**src/rtl/wbuf_pkg.sv**
```systemverilog
// Shared types for the write-buffer drain path; also types the parent's fifo_v3 dtype.
package wbuf_pkg;

   localparam int unsigned WBUF_ADDR_WIDTH = 32;
   localparam int unsigned WBUF_DATA_WIDTH = 32;
   localparam int unsigned WBUF_BE_WIDTH   = WBUF_DATA_WIDTH / 8;

   typedef struct packed {
      logic [WBUF_ADDR_WIDTH-1:0] addr;
      logic [WBUF_DATA_WIDTH-1:0] wdata;
      logic [WBUF_BE_WIDTH-1:0]   be;
   } wbuf_entry_t;

   typedef enum logic {
      IDLE  = 1'b0,
      ISSUE = 1'b1
   } wbuf_state_e;

endpackage

```
**src/rtl/wbuf_drain.sv**
```systemverilog
// Pops store entries from the write-buffer FIFO and issues them in order on the
// req/gnt/rvalid data bus, bounding the number of granted-but-unacked writes.
//
// state | meaning
// IDLE  | no request on the bus
// ISSUE | request registers driven on the bus, waiting for gnt
module wbuf_drain
   import wbuf_pkg::*;
#(
   parameter int unsigned ADDR_WIDTH      = WBUF_ADDR_WIDTH,
   parameter int unsigned DATA_WIDTH      = WBUF_DATA_WIDTH,
   parameter int unsigned MAX_OUTSTANDING = 2,
   localparam int unsigned CNT_W          = $clog2(MAX_OUTSTANDING + 1)
) (
   input  logic                    clk_i,
   input  logic                    rst_i,
   input  logic                    hold_i,
   input  logic                    fifo_empty_i,
   input  wbuf_entry_t             fifo_data_i,
   output logic                    fifo_pop_o,
   output logic                    mem_req_o,
   output logic                    mem_we_o,
   output logic [ADDR_WIDTH-1:0]   mem_addr_o,
   output logic [DATA_WIDTH-1:0]   mem_wdata_o,
   output logic [DATA_WIDTH/8-1:0] mem_be_o,
   input  logic                    mem_gnt_i,
   input  logic                    mem_rvalid_i,
   output logic [CNT_W-1:0]        outstanding_o,
   output logic                    idle_o,
   output logic                    ack_err_o
);

   localparam logic [CNT_W:0]      MAX_CNT    = (CNT_W + 1)'(MAX_OUTSTANDING);
   localparam logic [ADDR_WIDTH-1:0] ALIGN_MASK = {{(ADDR_WIDTH - 2){1'b1}}, 2'b00};

   wbuf_state_e             state_q;
   logic [ADDR_WIDTH-1:0]   addr_q;
   logic [DATA_WIDTH-1:0]   wdata_q;
   logic [DATA_WIDTH/8-1:0] be_q;
   logic [CNT_W-1:0]        outstanding_q;
   logic                    ack_err_q;

   logic           gnt_eff;
   logic [CNT_W:0] occupancy;
   logic           slot_free;
   logic           take;
   logic           cnt_dec;
   logic           stray_ack;

   // A slot freed by an rvalid this cycle is not reused until next cycle.
   assign gnt_eff   = (state_q == ISSUE) & mem_gnt_i;
   assign occupancy = {1'b0, outstanding_q} + {{CNT_W{1'b0}}, gnt_eff};
   assign slot_free = occupancy < MAX_CNT;
   assign take      = ~rst_i & ~fifo_empty_i & ~hold_i & slot_free &
                      ((state_q == IDLE) | mem_gnt_i);
   assign stray_ack = mem_rvalid_i & (outstanding_q == '0);
   assign cnt_dec   = mem_rvalid_i & ~stray_ack;

   always_ff @(posedge clk_i) begin
      if (rst_i) begin
         state_q       <= IDLE;
         addr_q        <= '0;
         wdata_q       <= '0;
         be_q          <= '0;
         outstanding_q <= '0;
         ack_err_q     <= 1'b0;
      end else begin
         if (take) begin
            state_q <= ISSUE;
            addr_q  <= fifo_data_i.addr & ALIGN_MASK;
            wdata_q <= fifo_data_i.wdata;
            be_q    <= fifo_data_i.be;
         end else if (gnt_eff) begin
            state_q <= IDLE;
         end

         case ({gnt_eff, cnt_dec})
            2'b10:   outstanding_q <= outstanding_q + 1'b1;
            2'b01:   outstanding_q <= outstanding_q - 1'b1;
            default: outstanding_q <= outstanding_q;
         endcase

         if (stray_ack) begin
            ack_err_q <= 1'b1;
         end
      end
   end

   assign fifo_pop_o    = take;
   assign mem_req_o     = (state_q == ISSUE);
   assign mem_we_o      = (state_q == ISSUE);
   assign mem_addr_o    = addr_q;
   assign mem_wdata_o   = wdata_q;
   assign mem_be_o      = be_q;
   assign outstanding_o = outstanding_q;
   assign idle_o        = fifo_empty_i & (state_q == IDLE) & (outstanding_q == '0);
   assign ack_err_o     = ack_err_q;

endmodule
```
**config.mk**
```make
export PLATFORM = sky130hd
export DESIGN_NAME = wbuf_drain
export DESIGN_NICKNAME = d
export VERILOG_FILES = /design/src/rtl/wbuf_pkg.sv /design/src/rtl/wbuf_drain.sv
export SDC_FILE = /design/constraint.sdc
export NUM_CORES = 1
export LEC_CHECK = 0
export ABC_CLOCK_PERIOD_IN_PS = 2820
export CAP_MARGIN = 20
export CELL_PAD_IN_SITES_DETAIL_PLACEMENT = 2
export CELL_PAD_IN_SITES_GLOBAL_PLACEMENT = 2
export CORE_UTILIZATION = 25
export CTS_BUF_LIST = sky130_fd_sc_hd__clkbuf_4 sky130_fd_sc_hd__clkbuf_8 sky130_fd_sc_hd__clkbuf_16
export CTS_CLUSTER_SIZE = 28
export DETAILED_ROUTE_END_ITERATION = 12
export HOLD_SLACK_MARGIN = 0.03
export PLACE_DENSITY_LB_ADDON = 0.1
export SETUP_SLACK_MARGIN = 0.2
export SYNTH_ARGS = -nofsm -noshare
export SYNTH_HDL_FRONTEND = slang
export SYNTH_SLANG_ARGS = --single-unit
export TNS_END_PERCENT = 5
```
**constraint.sdc**
```tcl
create_clock -name clk_i -period 2.82 [get_ports clk_i]
set_clock_uncertainty 0.2 [all_clocks]
set_input_delay 0.282 -clock clk_i [delete_from_list [all_inputs] [get_ports clk_i]]
set_output_delay 0.282 -clock clk_i [all_outputs]
set_load 0.05 [all_outputs]
```
==> impl_metrics.tcl <==
set metrics [dict create \
    cp-start-kind "register" \
    tightest_slew_ns 0.763 \
    yosys-top-cells-area "dfxtp_1 48%, nor2b_1 15%, mux2_2 14%" \
    cp_data_arrival_time_ns 1.89 \
    n_antenna_cell 0 \
    seq_area_frac_synth_pct 48.4 \
    hp-class "primary input to register" \
    crit_required_ns 2.34 \
    track_usage_pct 14.1 \
    clockBufferDepth 2 \
    utilization_pct 43.2 \
    dr_wl_met2_um 4060 \
    synth_edf_count 0 \
    vias 2241 \
    grt_pass1_vias 2484 \
    post-cts-setup-buffers 0 \
    p_per_area_nw_per_um2 600 \
    grt_max_degree 71 \
    drive_above_1_share_pct 22.4 \
    clockRootBuffer "clkbuf_16" \
    clk_pin_slew_ns 0.05 \
    start_util_pct 26.2 \
    final_nets 459 \
    ios 149 \
    rsz0062_at_grt "no" \
    synth_top_area_share_pct 48.4 \
    max_cap_viol_count 0 \
    overflow 0 \
    syn2layout_area_growth_pct 65.0 \
    postCtsHoldBufs 0 \
    synth.avg_cell_area_um2 12.0 \
    drt_iter0_markers 47 \
    portBuffers 144 \
    wl_per_cell_um 15.5 \
    coreArea_um2 11100 \
    clock-sinks 70 \
    final_hold_viol_count 0 \
    ys_types 23 \
    finalCriticalPeriod_ns 2.37 \
    crit_type "register to output pin" \
    synth.most_common_cell "dfxtp_1" \
    drc 0 \
    relSlewSlack_pct 49.1 \
    r2r_slack_ns 0.84 \
    die_h_um 110 \
    syn_area_um2 2900 \
    status "complete, no violations" \
    synth_seq_cells 70 \
    worstSkewPairLatency_ns 0.33 \
    yosys_warnings 0 \
    antenna_found_initial 0 \
    ys_dominant_reg_cell "dfxtp_1" \
    synthTopCellsByCount "70 x dfxtp_1, 68 x nor2b_1, 37 x mux2_2" \
    timing.fmax_ghz 0.422 \
    leakagePower_nw 1.97 \
    crit_fanout 6 \
    rows 38 \
    vias_per_cell 4.24 \
    irDropWorstVdd_uv 377 \
    wl_met1_um 3360 \
    yosysTopAreaCell "dfxtp_1" \
    num-fill-cells 1189 \
    fp.dieArea_um2 12000 \
    final_antenna_net_count 0 \
    cts_buffers 9 \
    critPathCaptureType "output pin" \
    cts_tree "yes" \
    tns_ns 0 \
    wl_met3_um 709 \
    routed_wl_um 8200 \
    setup_viol 0 \
    slew_viol_final 0 \
    drtPass1Iterations 4 \
    syn_inst 241 \
    routed.top_layer "met4" \
    place.detailed.hpwl_um 5660 \
    cts_resized 0 \
    grt_pass1_wl_um 12500 \
    synthArstFlopShare_pct 0 \
    htreeDepth 3 \
    die_w_um 110 \
    fin_crit_sh_pct 84.0 \
    gp_congestion 0.648 \
]
-- cell families (layout without fill, tap and decap cells) --
family	count (synthesis)	count (layout)	share of synthesized area (%)
XOR/XNOR	2	2	0.605
AO/OA/AOI/OAI	5	5	1.12
buffers and inverters	19	166	4.02
AND/OR/NAND/NOR	77	77	16.3
multiplexers	66	66	29.0
flip-flops	70	70	48.4
adder cells (fa/ha/maj)	1	1	0.432
other	1	2	0.129
-- critical path: stages (launching register included) --
cell,delay (ns)
dfxtp_1,0.38
nor2_1,0.19
and3_1,0.19
clkdlybuf4s50_1,0.81
-- final timing paths --
| kind | to | start | cells after the start |
|---|---|---|---|
| worst min-delay path | mem_req_o | rst_i | 4 |
| worst max register to register | mem_wdata_o[9] | mem_req_o | 4 |
| worst max-delay path | idle_o | outstanding_o[0] | 3 |
| worst min register to register | ack_err_o | ack_err_o | 2 |
-- layout make-up --
cell class | instances | area [um^2] | share of cell area, %
Multi-Input combinational cell | 153 | 1390 | 29.1
Sequential cell | 70 | 1400 | 29.3
Inverter | 2 | 7.51 | 0.157
Timing Repair Buffer | 148 | 1500 | 31.4
Clock inverter | 4 | 45.0 | 0.942
Clock buffer | 12 | 260 | 5.44
Tap cell | 140 | 175 | 3.66
-- per-stage QoR --
step / hold WS, ns / instances / total power, mW / cell area [um^2] / worst slack, ns
finish: 0.155 / 529 / 2.87 / 4780 / 0.451
global route: 0.178 / 529 / 3.00 / 4780 / 0.358
CTS: 0.148 / 529 / 2.93 / 4780 / 0.409
detailed placement: 0.263 / 513 / 1.74 / 4480 / 0.486
global placement: 0.257 / 513 / 1.73 / 4480 / 0.521
floorplan: 0.207 / 242 / 1.48 / 2900 / 0.732
-- sequential cells by signal (all words and copies together), names as in the netlist --
signal / count
mem_req_o: 1
outstanding_o: 2
ack_err_o: 1
mem_addr_o: 30
mem_wdata_o: 32
mem_be_o: 4
-- layout by cell type, fill, tap and decap left out, drive strengths merged, types with 2 or more instances in the layout --
cell type | netlist | routed
clkdlybuf4s50 | 0 | 142
dfxtp | 70 | 70
nor2b | 68 | 68
mux2 | 66 | 66
clkbuf | 7 | 12
buf | 10 | 6
nor2 | 4 | 4
clkinv | 0 | 3
inv | 2 | 2
nand2 | 2 | 2
a21oi | 2 | 2
conb | 1 | 2
o21ai | 2 | 2
-- report_power, final --
group          switching [mW]  leakage (nW)  internal (mW)
registers              0.0300         0.573           1.05
logic                   0.344          1.24          0.290
clock network           0.414         0.156          0.738
-- per-layer routing --
layer,vias to the layer above,track usage [%]
li1,1072,-
met1,1082,14.7
met2,82,24.2
met3,5,7.65
met4,0,4.86
met5,-,0
Power figures use the tool's default switching activity.
